==> src/rtl/bp_me_l2_bank_dispatch.sv <==
// Steers hashed L2 requests to flat bank ports with per-bank credits and in-order response return.
// Optional BP_ME_L2_DISPATCH_PERF_EN adds a saturating head-stall cycle counter (stall_cnt_o).
module bp_me_l2_bank_dispatch #(
  parameter int unsigned slices_p          = 2,
  parameter int unsigned banks_per_slice_p = 2,
  parameter int unsigned daddr_width_p     = 32,
  parameter int unsigned data_width_p      = 64,
  parameter int unsigned req_els_p         = 4,
  parameter int unsigned order_els_p       = 8,
  parameter int unsigned credits_p         = 2,
  localparam int unsigned num_banks_lp = slices_p * banks_per_slice_p,
  localparam int unsigned slice_w_lp   = (slices_p > 1) ? $clog2(slices_p) : 1,
  localparam int unsigned bank_w_lp    = (banks_per_slice_p > 1) ? $clog2(banks_per_slice_p) : 1
) (
  input  logic                                   clk_i,
  input  logic                                   reset_n_i,
  input  logic                                   req_v_i,
  output logic                                   req_ready_o,
  input  logic                                   req_w_i,
  input  logic [daddr_width_p-1:0]               req_daddr_i,
  input  logic [slice_w_lp-1:0]                  req_slice_i,
  input  logic [bank_w_lp-1:0]                   req_bank_i,
  input  logic [data_width_p-1:0]                req_data_i,
  output logic [num_banks_lp-1:0]                bank_v_o,
  input  logic [num_banks_lp-1:0]                bank_ready_i,
  output logic                                   bank_w_o,
  output logic [daddr_width_p-1:0]               bank_daddr_o,
  output logic [data_width_p-1:0]                bank_data_o,
  input  logic [num_banks_lp-1:0]                bank_rsp_v_i,
  output logic [num_banks_lp-1:0]                bank_rsp_yumi_o,
  input  logic [num_banks_lp*data_width_p-1:0]   bank_rsp_data_i,
  output logic                                   rsp_v_o,
  output logic [data_width_p-1:0]                rsp_data_o,
  input  logic                                   rsp_yumi_i
`ifdef BP_ME_L2_DISPATCH_PERF_EN
  ,
  output logic [31:0]                            stall_cnt_o
`endif
);

  localparam int unsigned id_w_lp      = (num_banks_lp > 1) ? $clog2(num_banks_lp) : 1;
  localparam int unsigned bank_sh_lp   = (banks_per_slice_p > 1) ? $clog2(banks_per_slice_p) : 0;
  localparam int unsigned cred_w_lp    = $clog2(credits_p + 1);
  localparam int unsigned req_ptr_w_lp = $clog2(req_els_p);
  localparam int unsigned req_cnt_w_lp = $clog2(req_els_p + 1);
  localparam int unsigned ord_ptr_w_lp = $clog2(order_els_p);
  localparam int unsigned ord_cnt_w_lp = $clog2(order_els_p + 1);

  // Reset asserts asynchronously but releases two clocks after reset_n_i rises.
  logic [1:0] rst_sync_q;
  logic       rst_n;

  always_ff @(posedge clk_i or negedge reset_n_i) begin
    if (!reset_n_i) rst_sync_q <= '0;
    else            rst_sync_q <= {rst_sync_q[0], 1'b1};
  end
  assign rst_n = rst_sync_q[1];

  logic [id_w_lp-1:0] req_id;
  always_comb begin
    int unsigned id_int;
    id_int = 0;
    if (slices_p > 1)          id_int = 32'(req_slice_i) << bank_sh_lp;
    if (banks_per_slice_p > 1) id_int = id_int | 32'(req_bank_i);
    req_id = id_w_lp'(id_int);
  end

  logic                      req_w_mem_q     [req_els_p];
  logic [daddr_width_p-1:0]  req_daddr_mem_q [req_els_p];
  logic [data_width_p-1:0]   req_data_mem_q  [req_els_p];
  logic [id_w_lp-1:0]        req_id_mem_q    [req_els_p];
  logic [req_ptr_w_lp-1:0]   req_wr_q, req_wr_d, req_rd_q, req_rd_d;
  logic [req_cnt_w_lp-1:0]   req_cnt_q, req_cnt_d;
  logic                      req_full, req_nempty, req_enq, req_deq;

  logic [id_w_lp-1:0]        ord_mem_q [order_els_p];
  logic [ord_ptr_w_lp-1:0]   ord_wr_q, ord_wr_d, ord_rd_q, ord_rd_d;
  logic [ord_cnt_w_lp-1:0]   ord_cnt_q, ord_cnt_d;
  logic                      ord_full, ord_nempty;

  logic [cred_w_lp-1:0]      credit_q [num_banks_lp];
  logic [cred_w_lp-1:0]      credit_d [num_banks_lp];

  logic [id_w_lp-1:0]        head_id, ord_head;
  logic                      disp_v, disp_fire, rsp_fire;

  assign req_full    = (req_cnt_q == req_cnt_w_lp'(req_els_p));
  assign req_nempty  = (req_cnt_q != '0);
  assign req_ready_o = ~req_full;
  assign req_enq     = req_v_i & ~req_full;
  assign req_deq     = disp_fire;

  assign ord_full    = (ord_cnt_q == ord_cnt_w_lp'(order_els_p));
  assign ord_nempty  = (ord_cnt_q != '0);
  assign ord_head    = ord_mem_q[ord_rd_q];

  assign head_id   = req_id_mem_q[req_rd_q];
  // A full order FIFO blocks dispatch even if a response frees a slot this cycle.
  assign disp_v    = req_nempty & (credit_q[head_id] != '0) & ~ord_full;
  assign disp_fire = disp_v & bank_ready_i[head_id];

  assign rsp_v_o  = ord_nempty & bank_rsp_v_i[ord_head];
  assign rsp_fire = rsp_v_o & rsp_yumi_i;

  always_comb begin
    bank_v_o        = '0;
    bank_rsp_yumi_o = '0;
    if (disp_v)   bank_v_o[head_id]        = 1'b1;
    if (rsp_fire) bank_rsp_yumi_o[ord_head] = 1'b1;
  end

  assign bank_w_o     = req_nempty & req_w_mem_q[req_rd_q];
  assign bank_daddr_o = req_nempty ? req_daddr_mem_q[req_rd_q] : '0;
  assign bank_data_o  = req_nempty ? req_data_mem_q[req_rd_q] : '0;
  assign rsp_data_o   = rsp_v_o ? bank_rsp_data_i[32'(ord_head)*data_width_p +: data_width_p] : '0;

  always_comb begin
    req_wr_d  = req_wr_q;
    req_rd_d  = req_rd_q;
    req_cnt_d = req_cnt_q;
    ord_wr_d  = ord_wr_q;
    ord_rd_d  = ord_rd_q;
    ord_cnt_d = ord_cnt_q;
    if (req_enq) req_wr_d = (req_wr_q == req_ptr_w_lp'(req_els_p - 1)) ? '0 : req_wr_q + 1'b1;
    if (req_deq) req_rd_d = (req_rd_q == req_ptr_w_lp'(req_els_p - 1)) ? '0 : req_rd_q + 1'b1;
    if (req_enq && !req_deq) req_cnt_d = req_cnt_q + 1'b1;
    if (!req_enq && req_deq) req_cnt_d = req_cnt_q - 1'b1;
    if (disp_fire) ord_wr_d = (ord_wr_q == ord_ptr_w_lp'(order_els_p - 1)) ? '0 : ord_wr_q + 1'b1;
    if (rsp_fire)  ord_rd_d = (ord_rd_q == ord_ptr_w_lp'(order_els_p - 1)) ? '0 : ord_rd_q + 1'b1;
    if (disp_fire && !rsp_fire) ord_cnt_d = ord_cnt_q + 1'b1;
    if (!disp_fire && rsp_fire) ord_cnt_d = ord_cnt_q - 1'b1;
  end

  always_comb begin
    for (int b = 0; b < num_banks_lp; b++) begin
      credit_d[b] = credit_q[b];
      if (rsp_fire && (ord_head == id_w_lp'(b)) && !(disp_fire && (head_id == id_w_lp'(b))))
        credit_d[b] = credit_q[b] + 1'b1;
      else if (disp_fire && (head_id == id_w_lp'(b)) && !(rsp_fire && (ord_head == id_w_lp'(b))))
        credit_d[b] = credit_q[b] - 1'b1;
    end
  end

  always_ff @(posedge clk_i or negedge rst_n) begin
    if (!rst_n) begin
      req_wr_q  <= '0;
      req_rd_q  <= '0;
      req_cnt_q <= '0;
      ord_wr_q  <= '0;
      ord_rd_q  <= '0;
      ord_cnt_q <= '0;
      for (int b = 0; b < num_banks_lp; b++) credit_q[b] <= cred_w_lp'(credits_p);
    end else begin
      req_wr_q  <= req_wr_d;
      req_rd_q  <= req_rd_d;
      req_cnt_q <= req_cnt_d;
      ord_wr_q  <= ord_wr_d;
      ord_rd_q  <= ord_rd_d;
      ord_cnt_q <= ord_cnt_d;
      for (int b = 0; b < num_banks_lp; b++) credit_q[b] <= credit_d[b];
    end
  end

  // Payload storage needs no reset; occupancy is tracked by the counters above.
  always_ff @(posedge clk_i) begin
    if (req_enq) begin
      req_w_mem_q[req_wr_q]     <= req_w_i;
      req_daddr_mem_q[req_wr_q] <= req_daddr_i;
      req_data_mem_q[req_wr_q]  <= req_data_i;
      req_id_mem_q[req_wr_q]    <= req_id;
    end
    if (disp_fire) ord_mem_q[ord_wr_q] <= head_id;
  end

`ifdef BP_ME_L2_DISPATCH_PERF_EN
  logic [31:0] stall_cnt_q, stall_cnt_d;

  always_comb begin
    stall_cnt_d = stall_cnt_q;
    if (req_nempty && !disp_fire && (stall_cnt_q != 32'hFFFF_FFFF))
      stall_cnt_d = stall_cnt_q + 32'd1;
  end

  always_ff @(posedge clk_i or negedge rst_n) begin
    if (!rst_n) stall_cnt_q <= '0;
    else        stall_cnt_q <= stall_cnt_d;
  end
  assign stall_cnt_o = stall_cnt_q;
`endif

`ifndef SYNTHESIS
  always_ff @(posedge clk_i) begin
    if (rst_n) begin
      assert (!(rsp_yumi_i && !rsp_v_o))
        else $error("rsp_yumi_i asserted without rsp_v_o");
      for (int b = 0; b < num_banks_lp; b++)
        assert (!(bank_rsp_v_i[b] && (credit_q[b] == cred_w_lp'(credits_p))))
          else $error("bank %0d responded with no request outstanding", b);
    end
  end
`endif

endmodule

==> config.mk <==
export PLATFORM = sky130hd
export DESIGN_NAME = bp_me_l2_bank_dispatch
export DESIGN_NICKNAME = d
export VERILOG_FILES = /design/src/rtl/bp_me_l2_bank_dispatch.sv
export SDC_FILE = /design/constraint.sdc
export NUM_CORES = 1
export LEC_CHECK = 0
export CAP_MARGIN = 20
export CELL_PAD_IN_SITES_DETAIL_PLACEMENT = 1
export CELL_PAD_IN_SITES_GLOBAL_PLACEMENT = 1
export CORE_UTILIZATION = 43
export DETAILED_ROUTE_END_ITERATION = 16
export MAX_ROUTING_LAYER = met4
export PLACE_DENSITY_LB_ADDON = 0.1
export SETUP_SLACK_MARGIN = 0.4
export SLEW_MARGIN = 20
export SYNTH_ARGS = -nofsm -noshare
export SYNTH_HDL_FRONTEND = slang
export SYNTH_SLANG_ARGS = --single-unit
==> constraint.sdc <==
create_clock -name clk_i -period 3.71 [get_ports clk_i]
set_clock_uncertainty 0.05 [all_clocks]
set_input_delay 0.5565 -clock clk_i [delete_from_list [all_inputs] [get_ports clk_i]]
set_output_delay 0.5565 -clock clk_i [all_outputs]
set_load 0.03 [all_outputs]
==> impl_results.md, run 1 <==
- IO Pins: 538
- Number of synthesized flops with an enable pin: 412
- FF-to-FF Start: ord_rd_q[0]$_DFFE_PN0P_
- Non-Filler Instances: 2202
- Final min period: 3800 ps
- Vias in the first global route: 13000
- Flop pwr share: 44.8%
- CP required: 3100 ps
- Antenna violations before repair: 16
- Commonest cells post-synth: edfxtp_1, mux4_2, nor2b_1
- Violated checks: setup timing
- RSZ-0062 raised after global routing: yes
- Core area: 44100 µm²
- Worst slew pin tran: 729 ps
- Worst R2R Setup Slack: 500 ps
- CP Launch Type: flop
- Final setup TNS: -1030 ps
- Vias: 12200
- Initial Util: 43.6%
- Slowest stage delay, CP: 660 ps
- Worst Reg-to-Reg Cells: 13
- Routed vias/inst: 5.54
- Synthesized cell area: 19200 µm²
- Post-DP HPWL: 49500 µm
- Final worst path period share: 102%
- DRC viols: 0
- Critical-path maximum fanout: 27
- CTS H-tree lvls: 2
- Largest net degree at the start of global routing: 95
- # clock sinks: 439
- Detailed Routing Iterations Pass 1: 5
- Worst-path clk slew: 60 ps
- Cell Int Power: 10.4 mW
- Switching fraction of total power: 29.3%
- Hold Path Class: in -> async
- Final setup violation count: 32
- P&R area growth vs syn: 43.0%
- Final hold vios: 0
- Synthesis-stage register bit count: 439
- P_leak: 9.64 nW
- Syn avg cell area: 19.9 µm²
- Gate Count Post-Synth: 967
- RePlAce Congestion: 0.957
- Pre-CTS setup slack: 34.9 ps
- First-pass GRT wire length: 93200 µm
- Initial DRC count: 872
- Max Root-Sink Buffers: 3
- Status: complete, but fails checks
- Routed Antenna Nets: 0
- Slowest-stage cell, CP: mux4_4
- CTS tree: done
- Mapped Nets: 1352
- Synth cell types: 40
- Placed Instances: 2078
- Reg-to-reg endpoint: ord_cnt_q[2]$_DFFE_PN0P_
- WL final: 68800 µm
- Port Buffers: 537
- Most frequent cell after synthesis: edfxtp_1
- Die height: 213 µm
- Synth area leader: edfxtp_1
- Latest clock arrival within the worst-skew pair: 570 ps
- Routed len/inst: 31.2 µm
- Grt ovf: 0
- GRT Total Usage: 30.6%
- Die width: 213 µm
- Critical Path End: rsp_data_o[9]
- Worst vdd ir: 0.000521 V
- Pwr Density: 537 nW/µm²
- CP Capture Type: output pin
- Maxcap violations: 0
- Fraction of layout cells with a size suffix above 1: 26.8%
- Synth top area cells: edfxtp_1, mux4_2, nor2b_1
- P_sw: 4.33 mW
- Max-slew violations: 0
- Worst Setup SP: ord_rd_q[0]$_DFFE_PN0P_
- Slew HR: 51.4%
- Worst Path Arrival: 3190 ps
- Clock power share: 30.9%
- Total CTS buffers: 46
- Dominant synthesized flop cell: edfxtp_1
- Post-route worst setup slack: -88.0 ps
- Fmax: 0.263 GHz
- FFs w/ async S/R, synth: 6.15%
- CP Class: reg -> out
- Yosys warns: 0
- Clock Root Buffer: clkbuf_16
- Worst path cell trace: mux2i_1 -> mux4_4 -> mux2i_1 -> mux2_4 -> buf_12 -> buf_12 -> nor3b_1 -> buf_4
- Die area: 45600 µm²
- Total Nets Final: 1944
- Num rows: 77
- Synth top area share: 64.3%
- Seq/Total Area, Yosys: 67.9%
- Power share of the combinational group: 24.3%
[power by group through the flow]
stage	Combinational [mW]	Clock (mW)	Sequential, mW
floorplan	1.86	0	6.66
global placement	3.83	0	6.63
detailed placement	3.85	0	6.71
CTS	3.65	4.65	6.62
global route	3.76	4.82	6.67
finish	3.59	4.56	6.61
[stage by stage]
| stage | instance area, µm² | hold WS [ps] | total power, mW | util [%] |
|---|---|---|---|---|
| 2_1_floorplan | 19200 | 211 | 8.51 | - |
| 3_3_place_gp | 25500 | 120 | 10.5 | 57.8 |
| 3_5_place_dp | 25500 | 121 | 10.6 | 57.8 |
| 4_1_cts | 27300 | 80.2 | 14.9 | 61.9 |
| 5_1_grt | 27500 | 99.9 | 15.2 | 62.3 |
| 6_report | 27500 | 105 | 14.8 | 62.3 |
[worst max-delay path: cells and delay by family, from the launching register on]
kind                   cells  cell delay, ps
buffers and inverters      3             580
flip-flops                 1             480
multiplexers               4            1300
AND/OR/NAND/NOR            1             240
[worst min path at each step]
stage          cells past startpoint                      end                     from
3_3_place_gp                       0  credit_q[2]$_DFFE_PN0P_  rst_sync_q[1]$_DFF_PN0_
2_1_floorplan                      0  rst_sync_q[0]$_DFF_PN0_                reset_n_i
4_1_cts                            1  rst_sync_q[1]$_DFF_PN0_                reset_n_i
5_1_grt                            1  rst_sync_q[1]$_DFF_PN0_                reset_n_i
3_5_place_dp                       0  credit_q[2]$_DFFE_PN0P_  rst_sync_q[1]$_DFF_PN0_
6_report                           1  rst_sync_q[1]$_DFF_PN0_                reset_n_i
[metal layers]
layer / up-vias / GRT usage, % / part of all wire [%]
met2: 518 / 49.8 / 51
met4: 0 / 14.6 / 4.2
met1: 6410 / 34.1 / 37
li1: 5174 / - / -
met5: - / - / 0
met3: 107 / 10.2 / 7.9
[placed cells by master (no fill, tap or decap), types with 5 or more instances in the layout]
master           instances
diode_2                 15
clkdlybuf4s50_1        367
nor3_1                   7
nand2_1                  7
xnor2_1                  6
nor3b_2                 23
nor3b_1                 44
o21ai_0                  8
mux2_1                   6
buf_6                   25
clkbuf_1                13
edfxtp_1               412
mux2i_1                  8
and3_4                   6
xor2_1                  14
dlymetal6s2s_1           9
clkbuf_2                 7
buf_12                  19
dlygate4sd2_1           83
nor2_1                  13
buf_16                   5
clkbuf_16               48
mux4_2                 166
buf_4                   86
clkinv_1                 7
nor2b_1                100
dfrtp_1                 20
inv_1                    6
ha_1                    16
[registers in the layout, summed over array words and instances (netlist names)]
name,flops
req_wr_q,2
req_w_mem_q,4
ord_mem_q,16
credit_q,8
ord_rd_q,3
req_rd_q,2
req_daddr_mem_q,128
req_data_mem_q,256
req_id_mem_q,8
rst_sync_q,2
req_cnt_q,3
ord_wr_q,3
ord_cnt_q,4
[timing repair]
action	4_1_cts	5_1_grt
gates cloned	3	2
hold endpoints to repair	0	0
gates resized for setup	317	53
hold buffers	0	0
endpoints found under the setup margin	170	90
pin swaps	1	2
buffers inserted	16	4
[final cells by class]
| class | count | area, µm² |
|---|---|---|
| Clock inverter | 20 | 215 |
| Tap cell | 592 | 741 |
| Multi-Input combinational cell | 458 | 6050 |
| Inverter | 7 | 26.3 |
| Clock buffer | 64 | 1280 |
| Sequential cell | 439 | 13100 |
| Timing Repair Buffer | 607 | 6100 |
| Antenna cell | 15 | 37.5 |
| Fill cell | 4002 | 16600 |
[logic make-up (layout without fill, tap and decap cells)]
family	count (synthesis)	after routing	share of synthesized area [%]
AND/OR/NAND/NOR	215	215	7.18
flip-flops	439	439	67.9
AO/OA/AOI/OAI	19	19	0.605
other	1	16	0.0195
multiplexers	185	185	20.6
adder cells (fa/ha/maj)	18	18	1.21
XOR/XNOR	20	20	0.911
buffers and inverters	70	698	1.63
(Power assumes the default switching activity.)
==> run 2: changes to the inputs <==
--- a/config.mk
+++ b/config.mk
@@ -5,13 +5,12 @@
 export SDC_FILE = /design/constraint.sdc
 export NUM_CORES = 1
 export LEC_CHECK = 0
-export CAP_MARGIN = 20
 export CELL_PAD_IN_SITES_DETAIL_PLACEMENT = 1
 export CELL_PAD_IN_SITES_GLOBAL_PLACEMENT = 1
 export CORE_UTILIZATION = 43
 export DETAILED_ROUTE_END_ITERATION = 16
 export MAX_ROUTING_LAYER = met4
-export PLACE_DENSITY_LB_ADDON = 0.1
+export PLACE_DENSITY = 0.92
 export SETUP_SLACK_MARGIN = 0.4
 export SLEW_MARGIN = 20
 export SYNTH_ARGS = -nofsm -noshare
==> run 2 against run 1 <==
Against the previous run: maximum frequency decreased by 0.31%; the flow still finishes with violations (setup timing); sequential power is 2% higher; highest routed layer unchanged; setup slack got worse by 12 ps; global-route usage grew 5.2 points; non-clock buffer count is 2 lower; final cell count barely moved.
==> impl_results.md, run 2 (synthesis results as in run 1) <==
- Status: complete, but fails checks (unchanged)
- Violated checks: setup timing (unchanged)
- Placed inst area: 25500 µm² (about the same)
- CP Capture Type: output pin (unchanged)
- RePlAce Congestion: 0.947 (was 0.957)
- Commonest cells after routing, fill and taps aside: edfxtp_1, clkdlybuf4s50_1, mux4_2, nor2b_1, dlygate4sd2_1 (was edfxtp_1, clkdlybuf4s50_1, mux4_2, nor2b_1, buf_4)
- Top reg by flops: req_data_mem_q (unchanged)
- Worst Path Arrival: 3200 ps (was 3190 ps)
- Worst path cell trace: mux2i_1 -> mux4_4 -> mux2i_2 -> mux2_4 -> buf_16 -> nor3b_4 -> buf_12 (was mux2i_1 -> mux4_4 -> mux2i_1 -> mux2_4 -> buf_12 -> buf_12 -> nor3b_1 -> buf_4)
- Final setup violation count: 46 (was 32)
- Routed Antenna Nets: 0 (unchanged)
- Max-slew violations: 0 (unchanged)
- Final hold vios: 0 (unchanged)
- Final core area utilization: 62.7% (was 62.3%)
- Switching fraction of total power: 31.2% (was 29.3%)
- Routed vias/inst: 6.01 (was 5.54)
- Hold Path Class: in -> async (unchanged)
- CTS tree: done (unchanged)
- Initial Util: 43.6% (unchanged)
- Antenna violations before repair: 29 (was 16)
- Grt ovf: 0 (unchanged)
- Latest clock arrival within the worst-skew pair: 550 ps (was 570 ps)
- RSZ-0062 raised after global routing: yes (unchanged)
- Largest net degree at the start of global routing: 57 (was 95)
- Worst vdd ir: 0.000521 V (about the same)
- Vias in the first global route: 14100 (was 13000)
- P&R area growth vs syn: 43.8% (was 43.0%)
- Max Root-Sink Buffers: 3 (unchanged)
- P_leak: 9.58 nW (was 9.64 nW)
- Initial DRC count: 1351 (was 872)
- GRT Total Usage: 35.8% (was 30.6%)
- Core area: 44100 µm² (unchanged)
- Slowest stage delay, CP: 690 ps (was 660 ps)
- Post-route worst setup slack: -99.9 ps (was -88.0 ps)
- Post-route cell area: 27700 µm² (was 27500 µm²)
- Pre-CTS setup slack: 5.98 ps (was 34.9 ps)
- Num rows: 77 (unchanged)
- Final worst path period share: 103% (was 102%)
- Post-DP HPWL: 52700 µm (was 49500 µm)
- CTS H-tree lvls: 2 (unchanged)
- Detailed Routing Iterations Pass 1: 5 (unchanged)
- Slew HR: 44.4% (was 51.4%)
- Port Buffers: 537 (unchanged)
- Fraction of layout cells with a size suffix above 1: 26.9% (was 26.8%)
- Total Nets Final: 1938 (was 1944)
- Global-route met3 utilization: 9.56% (was 10.2%)
- CP required: 3100 ps (about the same)
- Routed len/inst: 36.9 µm (was 31.2 µm)
- Power share of the combinational group: 25.0% (was 24.3%)
- Min Hold Slack: 124 ps (was 105 ps)
- Fill cells: 3910 (was 4002)
- Biggest regs: req_data_mem_q (256), req_daddr_mem_q (128), ord_mem_q (16) (unchanged)
- Clock Root Buffer: clkbuf_16 (unchanged)
- CP Class: reg -> out (unchanged)
- Final min period: 3810 ps (was 3800 ps)
- Die area: 45600 µm² (unchanged)
- Cell Int Power: 10.2 mW (was 10.4 mW)
- Most Crowded Layer GR: met2 (unchanged)
- Fmax: 0.262 GHz (was 0.263 GHz)
- CP Launch Type: flop (unchanged)
- Met2 Use GR: 60.5% (was 49.8%)
- Die width: 213 µm (unchanged)
- Clock power share: 29.5% (was 30.9%)
- Die height: 213 µm (unchanged)
- Crit path max-delay family: multiplexers (unchanged)
- Maxcap violations: 0 (unchanged)
- Critical-path maximum fanout: 28 (was 27)
- P_sw: 4.65 mW (was 4.33 mW)
- Commonest non-fill, non-tap cell in the layout: edfxtp_1 (unchanged)
- First-pass GRT wire length: 108000 µm (was 93200 µm)
- WL final: 81300 µm (was 68800 µm)
- Met1 Track Usage GR: 37.3% (was 34.1%)
- DRC viols: 0 (unchanged)
- # clock sinks: 439 (unchanged)
- Total CTS buffers: 42 (was 46)
- Buffer and inverter count on the worst path: 2 (was 3)
- Pwr Density: 538 nW/µm² (was 537 nW/µm²)
- Worst slew pin tran: 834 ps (was 729 ps)
- Vias: 13200 (was 12200)
- Worst-path clk slew: 70 ps (was 60 ps)
- Max reg flops: 256 (unchanged)
- Slowest-stage cell, CP: mux4_4 (unchanged)
- Flop pwr share: 45.4% (was 44.8%)
- IO Pins: 538 (unchanged)
==> run 2: final cells by class <==
type | count | area [µm²] | area share (%)
clock buffers | 46 | 1070 | 3.85
well taps | 592 | 741 | 2.68
inverters | 7 | 26.3 | 0.0950
multi-input cells | 458 | 6170 | 22.3
repair buffers | 605 | 6220 | 22.5
clock inverters | 26 | 289 | 1.05
flip-flops and latches | 439 | 13100 | 47.2
diodes | 31 | 77.6 | 0.280
==> run 2: path summary, 6_finish.rpt <==
kind / startpoint / endpoint / slack [ps] / depth (start not counted)
max: ord_rd_q[0]$_DFFE_PN0P_ / rsp_data_o[1] / -100 / 7
min: reset_n_i / rst_sync_q[0]$_DFF_PN0_ / 120 / 1
max reg2reg: ord_rd_q[0]$_DFFE_PN0P_ / ord_cnt_q[2]$_DFFE_PN0P_ / 90 / 15
min reg2reg: rst_sync_q[1]$_DFF_PN0_ / ord_rd_q[2]$_DFFE_PN0P_ / 230 / 0
max in group asynchronous: rst_sync_q[1]$_DFF_PN0_ / req_rd_q[0]$_DFFE_PN0P_ / 2900 / 0
min in group clk_i: rst_sync_q[0]$_DFF_PN0_ / rst_sync_q[1]$_DFF_PN0_ / 340 / 0
==> run 2: per-layer routing <==
metal	routed length (µm)	vias to the layer above
li1	-	5170
met1	26300	6955
met2	42600	910
met3	7190	202
met4	5140	0
met5	0	-
==> run 2: worst register-to-register path, stage by stage (launching register included) <==
cell	delay, ps
dfrtp_2	460
buf_6	140
mux4_2	500
mux2_4	320
buf_12	160
buf_16	150
buf_6	130
nand2_1	60
o22ai_1	150
ha_2	270
xor2_1	180
ha_1	210
a21oi_2	130
xor2_1	80
nor2_1	190
xor2_1	330
==> run 2: repair_timing <==
item / 4_1_cts / 5_1_grt
endpoints found under the hold margin: 0 / 0
gates cloned: 6 / 3
setup endpoints to repair: 172 / 82
hold buffers: 0 / 0
pin swaps: 1 / 5
buffers inserted: 15 / 9
resized for setup: 416 / 21
==> run 2: stage by stage <==
| stage | cells | TNS (ps) | total power, mW |
|---|---|---|---|
| global route | 2200 | -6750 | 15.2 |
| global placement | 2068 | 0 | 10.4 |
| floorplan | 967 | 0 | 8.51 |
| finish | 2204 | -1620 | 14.9 |
| detailed placement | 2068 | 0 | 10.6 |
| CTS | 2161 | -2100 | 14.9 |
==> run 2: power by group through the flow <==
stage	registers [mW]	clock network, mW	logic, mW
2_1_floorplan	6.66	0	1.86
3_3_place_gp	6.63	0	3.72
3_5_place_dp	6.77	0	3.81
4_1_cts	6.74	4.44	3.70
5_1_grt	6.79	4.57	3.84
6_report	6.76	4.39	3.72
==> run 3: changes to the inputs <==
--- a/config.mk
+++ b/config.mk
@@ -7,8 +7,10 @@
 export LEC_CHECK = 0
 export CELL_PAD_IN_SITES_DETAIL_PLACEMENT = 1
 export CELL_PAD_IN_SITES_GLOBAL_PLACEMENT = 1
+export CORE_ASPECT_RATIO = 1.4
 export CORE_UTILIZATION = 43
 export DETAILED_ROUTE_END_ITERATION = 16
+export GPL_ROUTABILITY_DRIVEN = 0
 export MAX_ROUTING_LAYER = met4
 export PLACE_DENSITY = 0.92
 export SETUP_SLACK_MARGIN = 0.4
==> run 3 against run 2 <==
Against the previous run: the flow still finishes with violations (setup timing); final cell count down 1.7%; utilization down 0.57 points; via count rose by 4.9%; register-to-register slack better by 130 ps; sequential cell count unchanged; total power is 2.1% higher; sequential share of layout area rose by 0.49 points; count of clock-buffer cells in the layout is 1 higher; die area barely moved; non-clock buffer count decreased by 9; critical endpoint is now rsp_data_o[7]; largest power group unchanged.
==> impl_results.md, run 3 (synthesis results as in run 1) <==
- Most Crowded Layer GR: met2 (unchanged)
- # clock sinks: 439 (unchanged)
- Biggest regs: req_data_mem_q (256), req_daddr_mem_q (128), ord_mem_q (16) (unchanged)
- Post-DP HPWL: 54700 µm (was 52700 µm)
- Top reg by flops: req_data_mem_q (unchanged)
- CTS H-tree lvls: 2 (unchanged)
- Clock power share: 28.9% (was 29.5%)
- Placed inst area: 25400 µm² (was 25500 µm²)
- WP depth: 7 (unchanged)
- Vias: 13900 (was 13200)
- Die height: 252 µm (was 213 µm)
- Initial DRC count: 1616 (was 1351)
- DRC viols: 0 (unchanged)
- Port Buffers: 537 (unchanged)
- Worst slew pin tran: 644 ps (was 834 ps)
- Met2 Use GR: 63.2% (was 60.5%)
- IO Pins: 538 (unchanged)
- Final worst path period share: 104% (was 103%)
- Max-slew violations: 0 (unchanged)
- Cell Int Power: 10.2 mW (about the same)
- Crit path max-delay family: multiplexers (unchanged)
- Routed vias/inst: 6.41 (was 6.01)
- Worst Setup SP: ord_rd_q[0]$_DFFE_PN0P_ (unchanged)
- CP Launch Type: flop (unchanged)
- Worst vdd ir: 0.000607 V (was 0.000521 V)
- Final min period: 3850 ps (was 3810 ps)
- CP Class: reg -> out (unchanged)
- Worst Reg-to-Reg Cells: 13 (was 15)
- CP Capture Type: output pin (unchanged)
- Worst R2R Setup Slack: 220 ps (was 90 ps)
- Global-route met3 utilization: 17.4% (was 9.56%)
- Routed len/inst: 41.9 µm (was 36.9 µm)
- Critical-path maximum fanout: 21 (was 28)
- Clock Root Buffer: clkbuf_16 (unchanged)
- Fill cells: 3812 (was 3910)
- Total Nets Final: 1925 (was 1938)
- Hold Path Class: in -> async (unchanged)
- FF-to-FF Start: ord_rd_q[0]$_DFFE_PN0P_ (unchanged)
- Vias in the first global route: 14400 (was 14100)
- P_leak: 9.54 nW (was 9.58 nW)
- Commonest cells after routing, fill and taps aside: edfxtp_1, clkdlybuf4s50_1, mux4_2, nor2b_1, buf_4 (was edfxtp_1, clkdlybuf4s50_1, mux4_2, nor2b_1, dlygate4sd2_1)
- Min Hold Slack: 112 ps (was 124 ps)
- Initial Util: 43.6% (about the same)
- Reg-to-reg endpoint: ord_cnt_q[2]$_DFFE_PN0P_ (unchanged)
- Die width: 181 µm (was 213 µm)
- Latest clock arrival within the worst-skew pair: 570 ps (was 550 ps)
- Seq. cell area: 13100 µm² (about the same)
- Critical Path End: rsp_data_o[7] (was rsp_data_o[1])
- Routed Antenna Nets: 0 (unchanged)
- Violated checks: setup timing (unchanged)
- First-pass GRT wire length: 118000 µm (was 108000 µm)
- Pre-CTS setup slack: 47.7 ps (was 5.98 ps)
- P&R area growth vs syn: 42.3% (was 43.8%)
- Grt ovf: 0 (unchanged)
- Worst-path clk slew: 70 ps (about the same)
- Status: complete, but fails checks (unchanged)
- Power share of the combinational group: 26.2% (was 25.0%)
- Worst Path Arrival: 3240 ps (was 3200 ps)
- Switching fraction of total power: 32.8% (was 31.2%)
- Maxcap violations: 0 (unchanged)
- Non-Filler Instances: 2166 (was 2204)
- Pwr Density: 555 nW/µm² (was 538 nW/µm²)
- Die area: 45600 µm² (about the same)
- Final setup TNS: -3380 ps (was -1620 ps)
- Commonest non-fill, non-tap cell in the layout: edfxtp_1 (unchanged)
- Slew HR: 56.9% (was 44.4%)
- Flop pwr share: 44.9% (was 45.4%)
- Largest net degree at the start of global routing: 66 (was 57)
- Num rows: 91 (was 77)
- Slowest-stage cell, CP: mux4_4 (unchanged)
- Slowest stage delay, CP: 680 ps (was 690 ps)
- CP required: 3100 ps (about the same)
- Buffer and inverter count on the worst path: 2 (unchanged)
- CTS tree: done (unchanged)
- Worst path cell trace: mux2i_1 -> mux4_4 -> mux2i_1 -> mux2_4 -> buf_4 -> nor3b_2 -> buf_4 (was mux2i_1 -> mux4_4 -> mux2i_2 -> mux2_4 -> buf_16 -> nor3b_4 -> buf_12)
- Final hold vios: 0 (unchanged)
- Placed Instances: 2035 (was 2068)
- Max Root-Sink Buffers: 3 (unchanged)
- GRT Total Usage: 39.2% (was 35.8%)
- Post-route cell area: 27400 µm² (was 27700 µm²)
- Post-route worst setup slack: -136 ps (was -99.9 ps)
- P_sw: 4.98 mW (was 4.65 mW)
- Detailed Routing Iterations Pass 1: 5 (unchanged)
- Fmax: 0.260 GHz (was 0.262 GHz)
- Final setup violation count: 47 (was 46)
- Fraction of layout cells with a size suffix above 1: 26.3% (was 26.9%)
- WL final: 90700 µm (was 81300 µm)
- Cts hold-fix bufs: 0 (unchanged)
- Antenna violations before repair: 35 (was 29)
- Met1 Track Usage GR: 41.3% (was 37.3%)
- Multi-input gate area: 6070 µm² (was 6170 µm²)
- Max reg flops: 256 (unchanged)
- RSZ-0062 raised after global routing: yes (unchanged)
- Core area: 44100 µm² (about the same)
- Total CTS buffers: 38 (was 42)
run 3: changes by cell type in the layout (fill, tap and decap cells not counted), sizes merged, moves of 6 or more:
cell           delta
dlygate4sd2      -25
dlymetal6s2s     +12
clkdlybuf4s15    +10
diode             +8
buf               -6
clkbuf            +6
clkdlybuf4s50     -6
run 3: power groups by stage:
stage	clock network, mW	logic [mW]	registers, mW
after floorplan	0	1.86	6.66
after global placement	0	3.75	6.63
after detailed placement	0	3.85	6.76
after CTS	4.22	3.79	6.71
after global routing	4.49	4.03	6.83
final	4.39	3.97	6.82
run 3: metal layers:
layer,vias to the layer above,share of wire [%]
li1,5153,-
met5,-,0
met2,1324,48
met1,7113,32
met3,295,14
met4,0,6.1
run 3: per-stage QoR:
stage | utilization, % | total power [mW]
finish | 62.1 | 15.2
global placement | 57.6 | 10.4
CTS | 61.7 | 14.7
floorplan | - | 8.51
detailed placement | 57.7 | 10.6
global route | 62.1 | 15.4
run 3: how the worst min path moves through the flow:
stage | start | to | slack (ps) | cells past startpoint
6_report | reset_n_i | rst_sync_q[0]$_DFF_PN0_ | 110 | 1
3_3_place_gp | rst_sync_q[1]$_DFF_PN0_ | req_cnt_q[0]$_DFFE_PN0P_ | 190 | 1
4_1_cts | reset_n_i | rst_sync_q[0]$_DFF_PN0_ | 110 | 1
2_1_floorplan | reset_n_i | rst_sync_q[0]$_DFF_PN0_ | 210 | 0
3_5_place_dp | rst_sync_q[1]$_DFF_PN0_ | req_cnt_q[0]$_DFFE_PN0P_ | 200 | 1
5_1_grt | reset_n_i | rst_sync_q[0]$_DFF_PN0_ | 120 | 1
run 3: layout make-up:
class	instances	area share [%]
flip-flops and latches	439	47.7
repair buffers	596	22.4
multi-input cells	458	22.2
clock buffers	47	3.68
well taps	558	2.55
clock inverters	22	0.992
diodes	39	0.357
inverters	7	0.0960
run 3: what timing repair did:
| item | 4_1_cts | 5_1_grt |
|---|---|---|
| gates cloned | 10 | 1 |
| setup buffers | 7 | 5 |
| resized for setup | 319 | 38 |
| endpoints found under the setup margin | 171 | 100 |
| pin swaps | 3 | 2 |
